--- src/rtl/uart_pkg.sv ---
// Shared UART definitions: payload width and the receive-buffer entry layout.
package uart_pkg;

  localparam int UART_DATA_W = 8;

  typedef struct packed {
    logic                   parity_err;
    logic [UART_DATA_W-1:0] data;
  } rx_entry_t;

endpackage

--- src/rtl/uart_rx_fifo_mem.sv ---
// Receive FIFO storage: one synchronous write port, one asynchronous read port, no reset.
module uart_rx_fifo_mem #(
  parameter int WIDTH  = 9,
  parameter int DEPTH  = 16,
  parameter int ADDR_W = 4
) (
  input  logic              clk,
  input  logic              we,
  input  logic [ADDR_W-1:0] waddr,
  input  logic [WIDTH-1:0]  wdata,
  input  logic [ADDR_W-1:0] raddr,
  output logic [WIDTH-1:0]  rdata
);

  logic [WIDTH-1:0] mem_r [DEPTH];

  // Write port; contents are intentionally left unreset.
  always_ff @(posedge clk) begin
    if (we) begin
      mem_r[waddr] <= wdata;
    end
  end

  assign rdata = mem_r[raddr];

endmodule

--- src/rtl/uart_rx_fifo.sv ---
// First-word-fall-through receive buffer behind the UART rx controller, with sticky
// overrun and a saturating parity-error counter.
module uart_rx_fifo
  import uart_pkg::*;
#(
  parameter int DATA_W = 8,
  parameter int DEPTH  = 16,
  parameter int ERR_W  = 8
) (
  input  logic              clk_50M,
  input  logic              reset_n,
  input  logic              full,
  input  logic [DATA_W-1:0] read_value,
  input  logic              read_error,
  input  logic              rd_en,
  output logic [DATA_W-1:0] rd_data,
  output logic              rd_parity_err,
  output logic              empty,
  output logic              fifo_full,
  output logic [$clog2(DEPTH):0] count,
  output logic              overrun,
  input  logic              clr_overrun,
  output logic [ERR_W-1:0]  err_cnt
);

  localparam int ADDR_W = $clog2(DEPTH);
  localparam logic [ADDR_W:0]  DEPTH_C = (ADDR_W+1)'(DEPTH);
  localparam logic [ERR_W-1:0] ERR_MAX = {ERR_W{1'b1}};

  function automatic logic [ERR_W-1:0] sat_inc(input logic [ERR_W-1:0] cnt, input logic en);
    sat_inc = (en && (cnt != ERR_MAX)) ? cnt + {{(ERR_W-1){1'b0}}, 1'b1} : cnt;
  endfunction

  logic              full_d_r;
  logic [ADDR_W-1:0] wr_ptr_r, rd_ptr_r;
  logic [ADDR_W:0]   count_r, count_nxt_s;
  logic              empty_r, fifo_full_r, overrun_r;
  logic [ERR_W-1:0]  err_cnt_r;
  logic              push_s, pop_s, wr_ok_s, drop_s;
  rx_entry_t         wr_entry_s, head_s;

  assign push_s  = full & ~full_d_r;
  assign pop_s   = rd_en & ~empty_r;
  // A full FIFO still accepts a push when the same cycle frees the head slot.
  assign wr_ok_s = push_s & (~fifo_full_r | pop_s);
  assign drop_s  = push_s & fifo_full_r & ~pop_s;

  assign wr_entry_s.parity_err = read_error;
  assign wr_entry_s.data       = read_value;

  uart_rx_fifo_mem #(
    .WIDTH  (DATA_W + 1),
    .DEPTH  (DEPTH),
    .ADDR_W (ADDR_W)
  ) u_mem (
    .clk   (clk_50M),
    .we    (wr_ok_s),
    .waddr (wr_ptr_r),
    .wdata (wr_entry_s),
    .raddr (rd_ptr_r),
    .rdata (head_s)
  );

  // Next occupancy from accepted push/pop.
  always_comb begin
    count_nxt_s = count_r;
    case ({wr_ok_s, pop_s})
      2'b10:   count_nxt_s = count_r + {{ADDR_W{1'b0}}, 1'b1};
      2'b01:   count_nxt_s = count_r - {{ADDR_W{1'b0}}, 1'b1};
      default: count_nxt_s = count_r;
    endcase
  end

  // Pointers, occupancy, registered flags, edge detect, overrun and error count.
  always_ff @(posedge clk_50M or negedge reset_n) begin
    if (!reset_n) begin
      full_d_r    <= 1'b1;
      wr_ptr_r    <= {ADDR_W{1'b0}};
      rd_ptr_r    <= {ADDR_W{1'b0}};
      count_r     <= {(ADDR_W+1){1'b0}};
      empty_r     <= 1'b1;
      fifo_full_r <= 1'b0;
      overrun_r   <= 1'b0;
      err_cnt_r   <= {ERR_W{1'b0}};
    end else begin
      full_d_r    <= full;
      count_r     <= count_nxt_s;
      empty_r     <= (count_nxt_s == {(ADDR_W+1){1'b0}});
      fifo_full_r <= (count_nxt_s == DEPTH_C);
      err_cnt_r   <= sat_inc(err_cnt_r, wr_ok_s & read_error);
      if (wr_ok_s) begin
        wr_ptr_r <= wr_ptr_r + {{(ADDR_W-1){1'b0}}, 1'b1};
      end
      if (pop_s) begin
        rd_ptr_r <= rd_ptr_r + {{(ADDR_W-1){1'b0}}, 1'b1};
      end
      if (drop_s) begin
        overrun_r <= 1'b1;
      end else if (clr_overrun) begin
        overrun_r <= 1'b0;
      end
    end
  end

  assign rd_data       = empty_r ? {DATA_W{1'b0}} : head_s.data;
  assign rd_parity_err = empty_r ? 1'b0 : head_s.parity_err;
  assign empty         = empty_r;
  assign fifo_full     = fifo_full_r;
  assign count         = count_r;
  assign overrun       = overrun_r;
  assign err_cnt       = err_cnt_r;

endmodule

--- config.mk ---
export PLATFORM = sky130hd
export DESIGN_NAME = uart_rx_fifo
export DESIGN_NICKNAME = d
export VERILOG_FILES = /design/src/rtl/uart_pkg.sv /design/src/rtl/uart_rx_fifo_mem.sv /design/src/rtl/uart_rx_fifo.sv
export SDC_FILE = /design/constraint.sdc
export NUM_CORES = 1
export LEC_CHECK = 0
export ABC_CLOCK_PERIOD_IN_PS = 3950
export CAP_MARGIN = 0
export CORE_MARGIN = 2
export CORE_UTILIZATION = 60
export CTS_CLUSTER_SIZE = 8
export DETAILED_ROUTE_END_ITERATION = 16
export HOLD_SLACK_MARGIN = 0.08
export PLACE_DENSITY = 0.87
export SYNTH_ARGS = -nofsm -noshare
export SYNTH_HDL_FRONTEND = slang
export SYNTH_SLANG_ARGS = --single-unit
--- constraint.sdc ---
create_clock -name clk_50M -period 3.95 [get_ports clk_50M]
set_input_delay 0.5925 -clock clk_50M [delete_from_list [all_inputs] [get_ports clk_50M]]
set_output_delay 0.5925 -clock clk_50M [all_outputs]
set_load 0.03 [all_outputs]
-- Word-level counts from Yosys, hierarchy flattened
Memories as Yosys holds them, arrays and structs flattened.
Cells that the tools add are included.
W data, S select, Z words.
- add/sub/neg operators: 5
- eq/ne operators: 4
- mux-type cells: 7
- bitwise operators: 11
- reductions and logical operators: 3
- operators by type and width (kind ; count):
    $pmux W5 S2 ; 1
    $add A4 B1 Y4 const B ; 2
    $add A8 B1 Y8 const B ; 1
    $mux W8 ; 1
    $ne A8 B8 Y1 const B ; 1
    $and A1 B1 Y1 ; 6
    $add A5 B1 Y5 const B ; 1
    $eq A5 B5 Y1 const B ; 1
    $logic_not A5 Y1 ; 1
    $mux W1 ; 5
    $sub A5 B1 Y5 const B ; 1
    $not A1 Y1 ; 4
    $eq A2 B1 Y1 const B ; 1
    $eq A2 B2 Y1 const B ; 1
    $reduce_bool A2 Y1 ; 1
    $logic_and A1 B1 Y1 ; 1
    $or A1 B1 Y1 ; 1
- flip-flop bits (word level): 25
- RAM bits: 144
- logic and storage cells: 39
- memories kept: 1
- memories (memory ; depth ; bits a word ; rd ports ; clocked after Yosys merged registers in ; wr ports ; RTL line ; text):
    u_mem.mem_r ; 16 ; 9 ; 1 ; 0 ; 1 ; uart_rx_fifo_mem.sv:15 ; logic [WIDTH-1:0] mem_r [DEPTH];

-- Longest topological paths before layout
- word-level depth: 7
- mapped depth: 12
- depth with buffers taken out: 11

-- Hierarchy
Synthesis repeated with hierarchy kept, for this count alone.
- cell total of the unflattened synthesis: 371
- area total of the unflattened synthesis: 6991.7 µm²
- modules (own cells, without submodules) (module ; times used ; cells each ; area each (µm²) ; seq. area each (µm²)):
    uart_rx_fifo_mem ; 1 ; 245 ; 5600.4 ; 4324.1
    uart_rx_fifo ; 1 ; 126 ; 1391.3 ; 628.1

-- Worst setup path before layout
No wires, ideal clock.
- path type: register -> register
- start: reg empty_r (netlist: empty)
- end: reg empty_r (netlist: empty)
- arrival: 2.701 ns
- required time: 3.861 ns
- path slack: 1.160 ns
- cell stages (with the launch flop): 13
- path buffers: 1
- clock period less this slack: 2.790 ns
- cell sequence: dfstp_2 -> buf_2 -> nand2b_4 -> a21oi_4 -> inv_1 -> ha_1 -> xor2_1 -> ha_1 -> o21ai_0 -> a221oi_2 -> o211ai_2 -> xor2_2 -> nor4b_2
- cells in the longest elaborated chain, start to end: 7
- elaborated cells on any way between the ends: 8
- RTL lines (element ; RTL line ; text):
    from (decl) ; uart_rx_fifo.sv:37 ; logic empty_r, fifo_full_r, overrun_r;
    from (signal assigned) ; uart_rx_fifo.sv:88 ; empty_r <= (count_nxt_s == {(ADDR_W+1){1'b0}});
    $not A1 Y1 (*) ; uart_rx_fifo.sv:43 ; assign pop_s = rd_en & ~empty_r;
    $and A1 B1 Y1 (*) ; uart_rx_fifo.sv:43 ;
    $or A1 B1 Y1 ; uart_rx_fifo.sv:45 ; assign wr_ok_s = push_s & (~fifo_full_r | pop_s);
    $and A1 B1 Y1 ; uart_rx_fifo.sv:45 ;
    $eq A2 B1 Y1 or $eq A2 B2 Y1 (tied branches) ; uart_rx_fifo.sv:67 ; case ({wr_ok_s, pop_s})
    $pmux W5 S2 (*) ; uart_rx_fifo.sv:67 ;
    $logic_not A5 Y1 (*) ; uart_rx_fifo.sv:88 ;
Mark *: on every way between the ends. The rest lies on a longest branch, timed or not.
A chain may end at the register's enable or synchronous reset.

-- Worst setup path in the final report
- start: reg rd_ptr_r[0]
- end: out rd_data[3]
- cells in the longest elaborated chain, start to end: 2
- RTL lines (element ; RTL line ; text):
    from (decl) ; uart_rx_fifo.sv:35 ; logic [ADDR_W-1:0] wr_ptr_r, rd_ptr_r;
    from (signal assigned) ; uart_rx_fifo.sv:79 ; rd_ptr_r <= {ADDR_W{1'b0}};
    from (signal assigned) ; uart_rx_fifo.sv:95 ; rd_ptr_r <= rd_ptr_r + {{(ADDR_W-1){1'b0}}, 1'b1};
    $mem_v2 Z16 W9 ; - ;
    $mux W8 ; uart_rx_fifo.sv:105 ; assign rd_data = empty_r ? {DATA_W{1'b0}} : head_s.data;
    to (decl) ; uart_rx_fifo.sv:16 ; output logic [DATA_W-1:0] rd_data,
No other way between the ends.

==> metrics.cfg <==
[power_and_ir_drop]
total_power_mw = 6.029
p_sw_share_pct = 33.27
seq_power_share_pct = 39.0
leakage_nw = 2.675
power_frac_clock_pct = 27.5
p_int_mw = 4.023
vdd_drop_max_v = 0.0005619
pwr-share-comb_pct = 33.4
powerDensity_mw_per_mm2 = 752.4
netSwitchingPower_mw = 2.006

[placed_design]
hpwl_um = 8296
place_worst_setup_slack_ns = 0.3954
place_inst = 530
gp_congestion = 0.7873
portBuffers = 38
placed_area_mm2 = 0.007415

[die]
die_h_um = 111.5
core_mm2 = 0.01137
die_area_mm2 = 0.01243
io_pins = 39
die_w_um = 111.5
num_rows = 39
start_util_pct = 60.97

[min_path]
hp-class = reg2reg

[clocking]
holdBufCountCts = 0
clk_latency_ns = 0.43
cts_buffers = 17
cts_sinks = 169
cts_buffer_depth = 2
cts_tree = built
path_clk_slew_ns = 0.06
cts_resized = 0
root_buffer = clkbuf_16
post-cts-setup-buffer-count = 0
h-tree-depth = 4

[yosys]
seq_area_frac_synth_pct = 71.44
async_flop_share_pct = 14.79
synth_common_cells = edfxtp_1 (144), mux4_2 (34), dfrtp_1 (23)
yosys-top-cells-area = edfxtp_1 (62%), mux4_2 (11%), dfrtp_1 (8.3%), a22oi_1 (1.9%), ha_1 (1.6%)
synthCells = 361
avgSynthCellArea_um2 = 19.20
synth_top_area_cell = edfxtp_1
ys_warn_count = 0
synth_area_mm2 = 0.006932
synth_fp_nets = 384
ys_seq_elements = 169
synth-edff-count = 144
synth_top_area_share_pct = 62.38
synthFlopType = edfxtp_1
synth.distinct_cells = 50
yosysMostFrequentCell = edfxtp_1

[worst_setup_path]
critPathCaptureType = primary output
critPathMaxFanout = 16
required_ns = 3.36
start_kind = flop
worstPathArrival_ns = 3.00
ff2ff_setup_slack_ns = 0.87
path_class = reg2out

[timing]
min_period_ns = 3.597
period_share_pct = 91.06
finalSetupViolations = 0
fin_worst_skew_ns = 0.01040
tightest_slew_ns = 1.119
postLayoutSetupSlackWorst_ns = 0.3533
relSlewSlack_pct = 25.20
setup_tns_ns = 0
drv_slew = 0
hold_viol = 0
fmax_mhz = 278.0
holdWs_ns = 0.5152
grt_setup_unrepaired = no

[global_route]
grt_max_degree = 26
track_usage_pct = 23.75
overflow = 0
antenna_found_initial = 0
grt_pass1_wl_um = 21170
grt_pass1_vias = 3821

[finish]
nets = 429
drive_gt1_share_pct = 21.29
finalNonFillerCells = 561
utilization_pct = 70.49
areaGrowthSynthToFinish_pct = 15.61
final_area_mm2 = 0.008014
diodes = 0

[run]
maxCapViolations = 0

[detailed_routing]
met3_length_um = 720
wl_per_cell_um = 23.98
ant_nets = 0
dr_wl_met2_um = 6995
drc_errors = 0
routed_wirelength_um = 13460
drt-met1-wl_um = 5304
vias = 3497
via_per_inst = 6.234
dr.pass1.iters = 4
top_layer = met4
drt_iter0_markers = 276

[status]
status = finished clean

[worst max-delay path: stages, from the launching register on]
cell and delay [ns]:
dfrtp_2 0.68, buf_4 0.39, mux4_2 0.55, a22oi_1 0.23, a21oi_1 0.11, clkdlybuf4s50_1 0.60
[worst paths after layout]
kind,endpoint,from,depth (start not counted)
setup / recovery,rd_data[3],rd_ptr_r[0],5
hold / removal,err_cnt[6],err_cnt[6],1
setup reg to reg,fifo_full,empty,11
hold reg to reg,err_cnt[6],err_cnt[6],1
max in group asynchronous,rd_ptr_r[0],reset_n,1
min in group asynchronous,err_cnt[1],reset_n,1
[routing by layer]
| layer | GRT usage [%] | vias to the layer above |
|---|---|---|
| met2 | 38.50 | 128 |
| met4 | 12.26 | 0 |
| met3 | 5.389 | 33 |
| met5 | 0 | - |
| met1 | 30.65 | 1796 |
| li1 | - | 1540 |
[power by group through the flow]
stage          clock (mW)  combinational (mW)  sequential, mW
6_report             1.66                2.02            2.35
5_1_grt              1.74                2.14            2.38
4_1_cts              1.67                2.04            2.35
3_5_place_dp            0                2.01            2.38
3_3_place_gp            0                1.95            2.36
2_1_floorplan           0                1.39            2.37
[layout by cell type (no fill, tap or decap), types with 3 or more instances in the layout]
cell type,instances
edfxtp_1,144
clkdlybuf4s50_1,38
mux4_2,34
dfrtp_1,22
a22oi_1,18
clkbuf_16,17
nand2_1,14
and2_1,13
a21oi_1,12
xnor2_1,11
ha_1,9
inv_1,8
xor2_1,6
clkinvlp_4,6
nor2_1,5
buf_4,5
nand3_1,4
and4_1,4
nor3_2,4
nand4_1,3
bufinv_16,3
[cell type report]
cell class	count	area, µm²
Fill cell	686	3356
Clock buffer	17	425.4
Clock inverter	14	173.9
Timing Repair Buffer	43	417.9
Multi-Input combinational cell	167	1834
Tap cell	143	178.9
Inverter	8	30.03
Sequential cell	169	4954
[registers in the layout, indices dropped and copies added, names as in the netlist]
name         count
u_mem.mem_r    144
err_cnt          8
count            5
rd_ptr_r         4
wr_ptr_r         4
empty            1
fifo_full        1
full_d_r         1
overrun          1
[cell families after synthesis]
group           synth area share, %
simple gates                  5.487
mux                           11.97
compound gates                4.765
flops                         71.44
buf+inv                       2.094
xor+xnor                      2.617
fa+ha+maj                     1.625
Power figures use the tool's default switching activity.
